**src/rtl/utility_vector_logic_pipe_if.sv**
```systemverilog
// Handshake/bus bundle for utility_vector_logic_pipe.
//   master : upstream/downstream side. Drives the input beat and out_ready.
//   slave  : pipe side. Drives in_ready and the registered result beat.
// Signals:
//   in_valid, in_ready          input beat handshake
//   in_op[2:0]                  operation select, sampled with the beat
//   vector_a, vector_b          SIZE-bit operands
//   out_valid, out_ready        output beat handshake
//   result_vector               SIZE-bit bitwise result
//   result_zero / result_ones   result is all zeros / all ones
//   result_cnt                  population count of result_vector, full width
interface utility_vector_logic_pipe_if #(
  parameter int unsigned SIZE = 8
);
  localparam int unsigned CNT_W = $clog2(SIZE + 1);

  logic             in_valid;
  logic             in_ready;
  logic [2:0]       in_op;
  logic [SIZE-1:0]  vector_a;
  logic [SIZE-1:0]  vector_b;
  logic             out_valid;
  logic             out_ready;
  logic [SIZE-1:0]  result_vector;
  logic             result_zero;
  logic             result_ones;
  logic [CNT_W-1:0] result_cnt;

  modport master (
    output in_valid, in_op, vector_a, vector_b, out_ready,
    input  in_ready, out_valid, result_vector, result_zero, result_ones, result_cnt
  );

  modport slave (
    input  in_valid, in_op, vector_a, vector_b, out_ready,
    output in_ready, out_valid, result_vector, result_zero, result_ones, result_cnt
  );
endinterface

```
**src/rtl/utility_vector_logic_pipe.sv**
```systemverilog
// Two-stage pipelined vector logic unit.
// Stage 1 registers the bitwise result of the selected operation on A and B.
// Stage 2 registers that result together with zero/all-ones flags and a
// full-width population count. Valid/ready handshake on both sides with full
// backpressure; up to two beats are held while the output is stalled.
// Ports:
//   clk  : rising-edge clock
//   rst  : synchronous active-high reset, discards in-flight beats
//   bus  : utility_vector_logic_pipe_if slave modport (see interface file)
module utility_vector_logic_pipe #(
  parameter int unsigned SIZE = 8
) (
  input logic                         clk,
  input logic                         rst,
  utility_vector_logic_pipe_if.slave  bus
);
  localparam int unsigned CNT_W = $clog2(SIZE + 1);

  typedef enum logic [2:0] {
    OpAnd    = 3'd0,
    OpOr     = 3'd1,
    OpXor    = 3'd2,
    OpNotA   = 3'd3,
    OpNand   = 3'd4,
    OpNor    = 3'd5,
    OpXnor   = 3'd6,
    OpAndNot = 3'd7
  } op_e;

  logic             s1_valid_q;
  logic [SIZE-1:0]  s1_result_q;
  logic             s2_valid_q;
  logic [SIZE-1:0]  s2_result_q;
  logic             s2_zero_q;
  logic             s2_ones_q;
  logic [CNT_W-1:0] s2_cnt_q;

  logic             s2_advance;
  logic             s1_advance;
  logic [SIZE-1:0]  op_result;
  logic [CNT_W-1:0] s1_cnt;

  // Stage 2 moves whenever its slot is empty or being drained; stage 1 moves
  // whenever its slot is empty or stage 2 takes its beat. in_ready therefore
  // depends on out_ready but never on in_valid.
  assign s2_advance = !s2_valid_q || bus.out_ready;
  assign s1_advance = !s1_valid_q || s2_advance;

  always_comb begin
    op_result = '0;
    unique case (op_e'(bus.in_op))
      OpAnd:    op_result = bus.vector_a & bus.vector_b;
      OpOr:     op_result = bus.vector_a | bus.vector_b;
      OpXor:    op_result = bus.vector_a ^ bus.vector_b;
      OpNotA:   op_result = ~bus.vector_a;
      OpNand:   op_result = ~(bus.vector_a & bus.vector_b);
      OpNor:    op_result = ~(bus.vector_a | bus.vector_b);
      OpXnor:   op_result = ~(bus.vector_a ^ bus.vector_b);
      OpAndNot: op_result = bus.vector_a & ~bus.vector_b;
      default:  op_result = '0;
    endcase
  end

  always_comb begin
    s1_cnt = '0;
    for (int unsigned i = 0; i < SIZE; i++) begin
      s1_cnt = s1_cnt + CNT_W'(s1_result_q[i]);
    end
  end

  // Data registers only load on an actual transfer so bubbles never carry
  // undefined operands forward.
  always_ff @(posedge clk) begin
    if (rst) begin
      s1_valid_q  <= 1'b0;
      s1_result_q <= '0;
    end else if (s1_advance) begin
      s1_valid_q <= bus.in_valid;
      if (bus.in_valid) begin
        s1_result_q <= op_result;
      end
    end
  end

  always_ff @(posedge clk) begin
    if (rst) begin
      s2_valid_q  <= 1'b0;
      s2_result_q <= '0;
      s2_zero_q   <= 1'b1;
      s2_ones_q   <= 1'b0;
      s2_cnt_q    <= '0;
    end else if (s2_advance) begin
      s2_valid_q <= s1_valid_q;
      if (s1_valid_q) begin
        s2_result_q <= s1_result_q;
        s2_zero_q   <= (s1_result_q == '0);
        s2_ones_q   <= (s1_result_q == '1);
        s2_cnt_q    <= s1_cnt;
      end
    end
  end

  assign bus.in_ready      = s1_advance;
  assign bus.out_valid     = s2_valid_q;
  assign bus.result_vector = s2_result_q;
  assign bus.result_zero   = s2_zero_q;
  assign bus.result_ones   = s2_ones_q;
  assign bus.result_cnt    = s2_cnt_q;
endmodule
```
**src/flat_wrapper.sv**
```systemverilog
// flat-port wrapper written by rule: the top's interface ports become plain ports
module utility_vector_logic_pipe_flat 
#(
  parameter int unsigned SIZE = 8
)
  (clk, rst, bus_in_valid, bus_in_op, bus_vector_a, bus_vector_b, bus_out_ready, bus_in_ready, bus_out_valid, bus_result_vector, bus_result_zero, bus_result_ones, bus_result_cnt);
  utility_vector_logic_pipe_if #(.SIZE(SIZE)) bus_i ();
  input logic clk;
  input logic rst;
  input wire logic [$bits(bus_i.in_valid)-1:0] bus_in_valid;
  input wire logic [$bits(bus_i.in_op)-1:0] bus_in_op;
  input wire logic [$bits(bus_i.vector_a)-1:0] bus_vector_a;
  input wire logic [$bits(bus_i.vector_b)-1:0] bus_vector_b;
  input wire logic [$bits(bus_i.out_ready)-1:0] bus_out_ready;
  output wire logic [$bits(bus_i.in_ready)-1:0] bus_in_ready;
  output wire logic [$bits(bus_i.out_valid)-1:0] bus_out_valid;
  output wire logic [$bits(bus_i.result_vector)-1:0] bus_result_vector;
  output wire logic [$bits(bus_i.result_zero)-1:0] bus_result_zero;
  output wire logic [$bits(bus_i.result_ones)-1:0] bus_result_ones;
  output wire logic [$bits(bus_i.result_cnt)-1:0] bus_result_cnt;
  assign bus_i.in_valid = bus_in_valid;
  assign bus_i.in_op = bus_in_op;
  assign bus_i.vector_a = bus_vector_a;
  assign bus_i.vector_b = bus_vector_b;
  assign bus_i.out_ready = bus_out_ready;
  assign bus_in_ready = bus_i.in_ready;
  assign bus_out_valid = bus_i.out_valid;
  assign bus_result_vector = bus_i.result_vector;
  assign bus_result_zero = bus_i.result_zero;
  assign bus_result_ones = bus_i.result_ones;
  assign bus_result_cnt = bus_i.result_cnt;
  utility_vector_logic_pipe #(.SIZE(SIZE)) u_core (.clk(clk), .rst(rst), .bus(bus_i));
endmodule
```
**config.mk**
```make
export PLATFORM = sky130hd
export DESIGN_NAME = utility_vector_logic_pipe_flat
export DESIGN_NICKNAME = d
export VERILOG_FILES = /design/src/rtl/utility_vector_logic_pipe_if.sv /design/src/rtl/utility_vector_logic_pipe.sv /design/src/flat_wrapper.sv
export SDC_FILE = /design/constraint.sdc
export NUM_CORES = 1
export LEC_CHECK = 0
export CAP_MARGIN = 25
export CORE_MARGIN = 2
export CORE_UTILIZATION = 40
export CTS_CLUSTER_DIAMETER = 80
export DETAILED_ROUTE_END_ITERATION = 12
export GPL_TIMING_DRIVEN = 0
export PLACE_DENSITY = 0.61
export SETUP_SLACK_MARGIN = 0.5
export SLEW_MARGIN = 25
export SYNTH_ARGS = -nofsm -noshare
export SYNTH_HDL_FRONTEND = slang
export SYNTH_SLANG_ARGS = --single-unit
export TNS_END_PERCENT = 5
```
**constraint.sdc**
```tcl
create_clock -name clk -period 3.7 [get_ports clk]
set_input_delay 0.925 -clock clk [delete_from_list [all_inputs] [get_ports clk]]
set_output_delay 0.925 -clock clk [all_outputs]
set_load 0.005 [all_outputs]
```
==> out/metrics.cfg, run 1 <==
[cts]
cts_tree = yes
cts_buffers = 3
cts_num_sinks = 24
cts_root_buf = clkbuf_8
cts_resized = 0
h-tree-depth = 1
postCtsHoldBufs = 0
cts_buffer_depth = 2
clk_latency_ns = 0.27
post-cts-setup-buffers = 0
clk_pin_slew_ns = 0.08

[worst_setup_path]
cp.required_ns = 2.77
path_common_cell = clkdlybuf4s50_1
max_stage_delay_ns = 0.52
crit_chain = clkdlybuf4s50_1, nand3b_1, clkdlybuf4s50_1
startpoint_type = input pin
worstPathArrival_ns = 2.08
worstSetupStartpoint = bus_out_ready
cp_slowest_cell = clkdlybuf4s50_1
cp_num_buf_inv = 2
critPathMaxFanout = 4
crit_family = buffers and inverters
r2r_start = u_core.s1_result_q[0]
crit_path_end_kind = primary output
path_class = input pin to primary output

[routing]
ant_nets = 0
vias = 1721
drt_iter0_drc = 78
viasPerCell = 4.86
wire_per_inst_um = 11.7
drc_errors = 0
dr.pass1.iters = 4
drt_wl_total_um = 4140

[logic_synthesis]
yosys.area_share.adder = 0.219
synth_seq_cells = 24
synthSimpleGateAreaFrac = 0.163
synth_compound_area_frac = 0.227
synth-warning-count = 0
netlist_area_um2 = 1960
synthCells = 246
yosysTopAreaCell = dfxtp_1
synth_common_cells = nand2_1, inv_1, ha_1, dfxtp_1, o21ai_0
synth_area_leaders = dfxtp_1, ha_1, nand2_1
syn-num-nets = 301
postSynthAreaPerCell_um2 = 7.98
async_reset_ff_frac = 0
ys_seq_area_frac = 0.245
synth_ff_type = dfxtp_1
synth.most_common_cell = nand2_1
synth-xor-area-share = 0.00446
yosys-mux-area-fraction = 0.0344
synth_top_family_by_area = compound AO/OA/AOI/OAI gates
synth_edf_count = 0
synth_top_cell_area_share = 0.245
ys_types = 38

[placement]
place_congestion = 0.759
io_buffers = 37
dp_hpwl_um = 3370

[grt]
grt_max_degree = 15
grt.busiest_layer = met2
antenna_found_initial = 0
use_met3 = 0.0108
grt_util_met1 = 0.217
grtUsageTotal = 0.166
grt_pass1_vias = 1600
met2_usage = 0.295
grt-ovfl-total = 0
grt_pass1_wl_um = 7290

[power]
pwr_density_cell_nw_per_um2 = 286
p_comb_frac = 0.281
ir_drop_uv = 178
p_sw_frac = 0.273
finalPower_uw = 712
pwr-share-seq = 0.400
internal-power_uw = 517
leakage_nw = 1.02
clock_power_share = 0.319
p_sw_uw = 195

[finish]
layout-area-overhead-vs-synth_pct = 26.8
final_core_utilization = 0.527
drive_gt1_frac = 0.0732
nFillCells = 472
nets = 343
antenna_cells = 0

[timing]
holdWs_ns = 0.455
relSlewSlack = 0.636
setup_violations = 0
rsz0062_at_grt = false
finalMaxSlewViolations = 0
max_freq_mhz = 333
timing.final.crit_share = 0.811
skew_ns = 0.00368
period_needed_ns = 3.00
hold_viol = 0
worst_pin_slew_ns = 0.546
tns_ns = 0

[min_path]
hp-class = register to register
hp-start = u_core.bus.result_cnt[3]

[run]
maxCapViolCount = 0

[die]
coreArea_um2 = 4720
row_count = 25
initial_core_util = 0.416
die_y_um = 74.1
die_x_um = 74.1
num_io_pins = 39
die-area_um2 = 5480

[status]
status = completed

## cells in the final DEF (no fill, tap or decap), types with 4 or more instances in the layout
cell type	synthesis	routed
a221oi_1	6	6
clkbuf_1	6	6
inv_1	34	34
nor2b_1	4	4
fa_1	4	4
clkdlybuf4s50_1	0	37
o21ai_1	8	8
nand2_1	38	38
a21oi_1	17	17
dfxtp_1	24	24
nor2_1	6	6
a211oi_1	5	5
buf_2	4	4
o21ai_0	19	19
ha_1	28	28
## cell type report
type	instances	area (um^2)	share of cell area
clock buffers	3	41.3	0.0166
clock inverters	1	30.0	0.0121
repair buffers	37	370	0.149
plain buffers	14	83.8	0.0337
multi-input cells	174	1270	0.511
inverters	34	128	0.0513
flip-flops and latches	24	480	0.193
well taps	67	83.8	0.0337
## cell families (layout without fill, tap and decap cells)
logic type | Yosys count | after routing
buffers and inverters | 48 | 89
muxes | 5 | 5
and+or+nand+nor | 67 | 67
DFF | 24 | 24
xor gates and xnor gates | 1 | 1
adders and majority gates | 32 | 32
AOI/OAI and AO/OA | 69 | 69
## worst register-to-register path, stage by stage (launching register included)
cell     delay (ns)
dfxtp_1        0.40
inv_1          0.06
ha_1           0.27
inv_1          0.05
fa_1           0.50
fa_1           0.44
fa_1           0.42
fa_1           0.40
xnor2_1        0.15
nand2_1        0.07
a21oi_1        0.13
## flip-flops by register name (all words and copies together), names as in the netlist
name,count
u_core.bus.out_valid,1
u_core.s1_result_q,8
u_core.bus.result_ones,1
u_core.s1_valid_q,1
u_core.bus.result_zero,1
u_core.bus.result_vector,8
u_core.bus.result_cnt,4
## power groups by stage
stage	combinational (mW)	sequential [mW]	clock [mW]
finish	0.200	0.285	0.227
global route	0.231	0.287	0.248
CTS	0.204	0.285	0.233
detailed placement	0.203	0.291	0
global placement	0.199	0.291	0
floorplan	0.125	0.289	0
## path summary, 6_finish.rpt
check                             end  slack [ns]  cells past startpoint
max                      bus_in_ready        0.70                      3
min          u_core.bus.result_cnt[3]        0.45                      2
max reg2reg  u_core.bus.result_cnt[2]        0.76                     10
min reg2reg  u_core.bus.result_cnt[3]        0.45                      2
## per-layer routing
metal  up-vias  wire (um)  part of all wire
met5         -          0                 0
met4         0         50             0.012
met2        34       1990              0.48
met3         4        141             0.034
li1        920          -                 -
met1       763       1960              0.47
## stage by stage
stage / worst slack (ns) / instances / instance area [um^2]
after detailed placement: 0.702 / 350 / 2420
after floorplan: 0.947 / 246 / 1960
after global placement: 0.697 / 350 / 2420
final: 0.699 / 354 / 2490
after global routing: 0.602 / 354 / 2490
after CTS: 0.696 / 354 / 2490
Note: power is estimated with default switching activity, not from simulation.
==> run 2: changes to the inputs <==
==> constraint.sdc (replaced) <==
create_clock -name clk -period 3.05 [get_ports clk]
set_input_delay 0.7625 -clock clk [delete_from_list [all_inputs] [get_ports clk]]
set_output_delay 0.7625 -clock clk [all_outputs]
set_load 0.005 [all_outputs]
==> run 2 against run 1 <==
  * Sequential cell count unchanged
  * Largest power group unchanged
  * Routed wire length up 1.5%
  * Die area unchanged
  * Combinational power up 24%
==> out/metrics.cfg, run 2 (synthesis results as in run 1) <==
[finish]
antenna_cells = 0
finalInstanceArea_um2 = 2490
nets = 345
multi_input_area_um2 = 1280
regArea_um2 = 483
nFillCells = 502
layout-area-overhead-vs-synth_pct = 27.1
mostFrequentLayoutCells = nand2_1, clkdlybuf4s50_1, inv_1, ha_1, dfxtp_1
drive_gt1_frac = 0.0934
layout_commonest_cell = nand2_1

[power]
p_sw_frac = 0.294
ir_drop_uv = 170
p_sw_uw = 238
pwr_density_cell_nw_per_um2 = 324
leakage_nw = 1.03
internal-power_uw = 571
p_comb_frac = 0.307
pwr-share-seq = 0.426
clock_power_share = 0.267
finalPower_uw = 809

[die]
num_io_pins = 39
die-area_um2 = 5480
coreArea_um2 = 4720
die_y_um = 74.1
row_count = 25
initial_core_util = 0.416
die_x_um = 74.1

[placement]
dp_hpwl_um = 3340
place_congestion = 0.775
post-place-ws_ns = 0.226
io_buffers = 37
placed_cell_area_um2 = 2420

[routing]
drc_errors = 0
wire_per_inst_um = 11.8
ant_nets = 0
drt_iter0_drc = 96
vias = 1768
drt_wl_total_um = 4200
dr.pass1.iters = 4
viasPerCell = 4.97

[min_path]
whs_path_depth = 2
hp-class = register to register
holdPathEnd = u_core.bus.result_ones
hp-start = u_core.bus.result_ones

[timing]
tns_ns = 0
hold_viol = 0
relSlewSlack = 0.607
max_freq_mhz = 366
rsz0062_at_grt = true
period_needed_ns = 2.73
skew_ns = 0.00195
worst_pin_slew_ns = 0.590
timing.final.crit_share = 0.896
layout_setup_ws_ns = 0.316
setup_violations = 0
finalMaxSlewViolations = 0

[worst_setup_path]
r2r_cells = 10
ff2ff_setup_slack_ns = 0.32
cp.required_ns = 3.26
rr_endpoint = u_core.bus.result_cnt[2]
worstPathArrival_ns = 2.94
path_class = register to register
crit_path_end_kind = register
critPathMaxFanout = 2
r2r_start = u_core.s1_result_q[0]
startpoint_type = register

[grt]
grt_pass1_wl_um = 7470
grt-ovfl-total = 0
grtUsageTotal = 0.170
antenna_found_initial = 0
grt_pass1_vias = 1644
grt_max_degree = 14

[cts]
clk_pin_slew_ns = 0.08
clk_latency_ns = 0.27
cts_tree = yes
cts_root_buf = clkbuf_8
cts_buffer_depth = 2
h-tree-depth = 1
cts_buffers = 3
cts_num_sinks = 24

[run]
maxCapViolCount = 0

[status]
status = completed

## run 2: changes by cell type in the layout (fill, tap and decap cells not counted), sizes merged
cell,previous run,this run
buf,8,10
clkbuf,9,10
bufinv,1,0
## run 2: power groups by stage
| stage | clock (mW) | combinational, mW | sequential (mW) |
|---|---|---|---|
| floorplan | 0 | 0.156 | 0.351 |
| global placement | 0 | 0.247 | 0.353 |
| detailed placement | 0 | 0.248 | 0.354 |
| CTS | 0.221 | 0.251 | 0.345 |
| global route | 0.238 | 0.286 | 0.348 |
| finish | 0.216 | 0.248 | 0.345 |
## run 2: what timing repair did
item | 4_1_cts | 5_1_grt
endpoints found under the setup margin | 3 | 4
endpoints found under the hold margin | 0 | 0
hold buffers | 0 | 0
pin swaps | 2 | 0
buffers inserted | 2 | 0
resized for setup | 0 | 0
cloned | 0 | 0
## run 2: worst max path at each step
stage,start,slack (ns),endpoint,depth (start not counted)
6_report,u_core.s1_result_q[0],0.32,u_core.bus.result_cnt[2],10
2_1_floorplan,u_core.s1_result_q[0],0.35,u_core.bus.result_cnt[2],10
3_5_place_dp,u_core.s1_result_q[0],0.23,u_core.bus.result_cnt[2],10
3_3_place_gp,u_core.s1_result_q[0],0.25,u_core.bus.result_cnt[2],10
5_1_grt,u_core.s1_result_q[0],0.17,u_core.bus.result_cnt[2],10
4_1_cts,u_core.s1_result_q[0],0.31,u_core.bus.result_cnt[2],10
## run 2: layout make-up
type                       count  share of cell area
tap                           67              0.0336
multi-input combinational    174               0.512
timing repair buffer          39               0.154
inverter                      34              0.0512
sequential                    24               0.194
buffer                        14              0.0336
clock buffer                   4              0.0221
## run 2: metal layers
| layer | global-route usage | vias to the layer above | part of all wire |
|---|---|---|---|
| li1 | - | 920 | - |
| met1 | 0.234 | 803 | 0.49 |
| met2 | 0.280 | 41 | 0.46 |
| met3 | 0.0122 | 4 | 0.035 |
| met4 | 0.0646 | 0 | 0.014 |
| met5 | 0 | - | 0 |
## run 2: critical path: stages (launching register included)
cell	delay (ns)
dfxtp_2	0.34
inv_1	0.04
ha_1	0.28
inv_1	0.08
fa_1	0.42
fa_1	0.46
fa_2	0.37
fa_2	0.35
xnor2_1	0.13
nand2_1	0.07
a21oi_1	0.13
## run 2: stage by stage
stage,hold WS (ns),cells,utilization
finish,0.454,356,0.528
global route,0.483,356,0.528
CTS,0.456,356,0.528
detailed placement,0.444,350,0.513
global placement,0.440,350,0.513
floorplan,0.442,246,-
==> run 3: changes to the inputs <==
--- a/config.mk
+++ b/config.mk
@@ -12,6 +12,7 @@
 export DETAILED_ROUTE_END_ITERATION = 12
 export GPL_TIMING_DRIVEN = 0
 export PLACE_DENSITY = 0.61
+export REMOVE_ABC_BUFFERS = 1
 export SETUP_SLACK_MARGIN = 0.5
 export SLEW_MARGIN = 25
 export SYNTH_ARGS = -nofsm -noshare
==> run 3 against run 2 <==
  * Largest cell class unchanged
  * Sequential cell count stayed put
  * Clock power rose by 27%
  * Sequential power about the same
  * First-iteration DRC count fell by 22%
  * Via count is 4.8% lower
  * Total power is 4.9% higher
==> out/metrics.cfg, run 3 (synthesis results as in run 1) <==
[status]
status = completed

[timing]
skew_ns = 0.00378
tns_ns = 0
worst_pin_slew_ns = 0.751
hold_viol = 0
period_needed_ns = 2.83
rsz0062_at_grt = true
relSlewSlack = 0.498
timing.final.crit_share = 0.927
max_freq_mhz = 354
finalMaxSlewViolations = 0
setup_violations = 0

[power]
pwr-share-seq = 0.408
p_sw_frac = 0.269
ir_drop_uv = 163
p_sw_uw = 228
clock_power_share = 0.324
p_comb_frac = 0.269
pwr_density_cell_nw_per_um2 = 350
leakage_nw = 0.987
finalPower_uw = 849
internal-power_uw = 621

[placement]
dp_hpwl_um = 2840
placed_cells = 337
placed_cell_area_um2 = 2340
io_buffers = 38
place_congestion = 0.801

[worst_setup_path]
r2r_start = u_core.s1_result_q[0]
path_class = register to register
startpoint_type = register
critPathMaxFanout = 4
worstPathArrival_ns = 3.02
crit_path_end_kind = register
worstSetupStartpoint = u_core.s1_result_q[0]
cp.required_ns = 3.24
ff2ff_setup_slack_ns = 0.22

[grt]
grt_util_met1 = 0.201
met2_usage = 0.223
grt_max_degree = 40
antenna_found_initial = 0
grt-ovfl-total = 0
grt_pass1_vias = 1415
grt.busiest_layer = met2
use_met3 = 0.0176
grtUsageTotal = 0.140
grt_pass1_wl_um = 6300

[die]
row_count = 25
die_y_um = 74.1
coreArea_um2 = 4720
die_x_um = 74.1
initial_core_util = 0.416
die-area_um2 = 5480
num_io_pins = 39

[finish]
finalNonFillerCells = 342
mostFrequentLayoutCells = nand2_1, clkdlybuf4s50_1, inv_1, ha_1, dfxtp_1
antenna_cells = 0
nets = 331
layout-area-overhead-vs-synth_pct = 23.6
drive_gt1_frac = 0.0691
layout_commonest_cell = nand2_1
final_core_utilization = 0.514
finalInstanceArea_um2 = 2430

[cts]
cts_root_buf = clkbuf_8
cts_tree = yes
cts_num_sinks = 24
clk_latency_ns = 0.26
cts_buffer_depth = 2
clk_pin_slew_ns = 0.08
cts_buffers = 3
h-tree-depth = 1

[routing]
viasPerCell = 4.92
dr.pass1.iters = 4
ant_nets = 0
drt_iter0_drc = 75
drc_errors = 0
wire_per_inst_um = 10.8
vias = 1683
drt_wl_total_um = 3700

[min_path]
hp-start = u_core.bus.result_cnt[3]
hp-class = register to register

[run]
maxCapViolCount = 0

-- run 3: cell count changes in the layout (fill, tap and decap cells not counted), moves of 2 or more --
cell | previous run | this run
buf_2 | 4 | 1
buf_4 | 3 | 1
buf_6 | 3 | 0
clkbuf_1 | 6 | 0
-- run 3: worst paths after layout --
kind                            depth (start not counted)                       end
worst min-delay path                                    2  u_core.bus.result_cnt[3]
worst max register to register                         10  u_core.bus.result_cnt[2]
worst max-delay path                                   10  u_core.bus.result_cnt[2]
worst min register to register                          2  u_core.bus.result_cnt[3]
-- run 3: through the flow --
step	setup WS [ns]	hold slack [ns]
global placement	0.161	0.438
detailed placement	0.143	0.445
CTS	0.209	0.456
global route	0.119	0.482
floorplan	0.285	0.441
finish	0.224	0.457
-- run 3: power groups by stage --
stage | clock (mW) | combinational (mW) | sequential, mW
floorplan | 0 | 0.132 | 0.350
global placement | 0 | 0.221 | 0.353
detailed placement | 0 | 0.224 | 0.353
CTS | 0.283 | 0.226 | 0.347
global route | 0.296 | 0.263 | 0.349
finish | 0.275 | 0.228 | 0.346
-- run 3: area by class of cell --
class / instances / area [um^2]
Clock inverter: 1 / 30.0
Fill cell: 465 / 2300
Clock buffer: 3 / 41.3
Timing Repair Buffer: 39 / 383
Inverter: 34 / 128
Tap cell: 67 / 83.8
Multi-Input combinational cell: 174 / 1280
Sequential cell: 24 / 483
-- run 3: worst max-delay path, stage by stage, from the launching register on --
cell and delay, ns:
dfxtp_2 0.36, inv_1 0.05, ha_1 0.27, inv_1 0.04, fa_1 0.49, fa_1 0.43
fa_2 0.37, fa_1 0.38, xnor2_1 0.14, nand2_1 0.08, a21oi_2 0.15
-- run 3: repair_timing --
action | CTS | global route
hold buffers | 0 | 0
endpoints found under the setup margin | 12 | 5
buffers inserted | 0 | 1
resized for setup | 3 | 1
-- run 3: layer usage --
| layer | part of all wire | vias up |
|---|---|---|
| met4 | 0 | 0 |
| met1 | 0.51 | 743 |
| met5 | 0 | - |
| met2 | 0.44 | 44 |
| met3 | 0.047 | 0 |
| li1 | - | 896 |
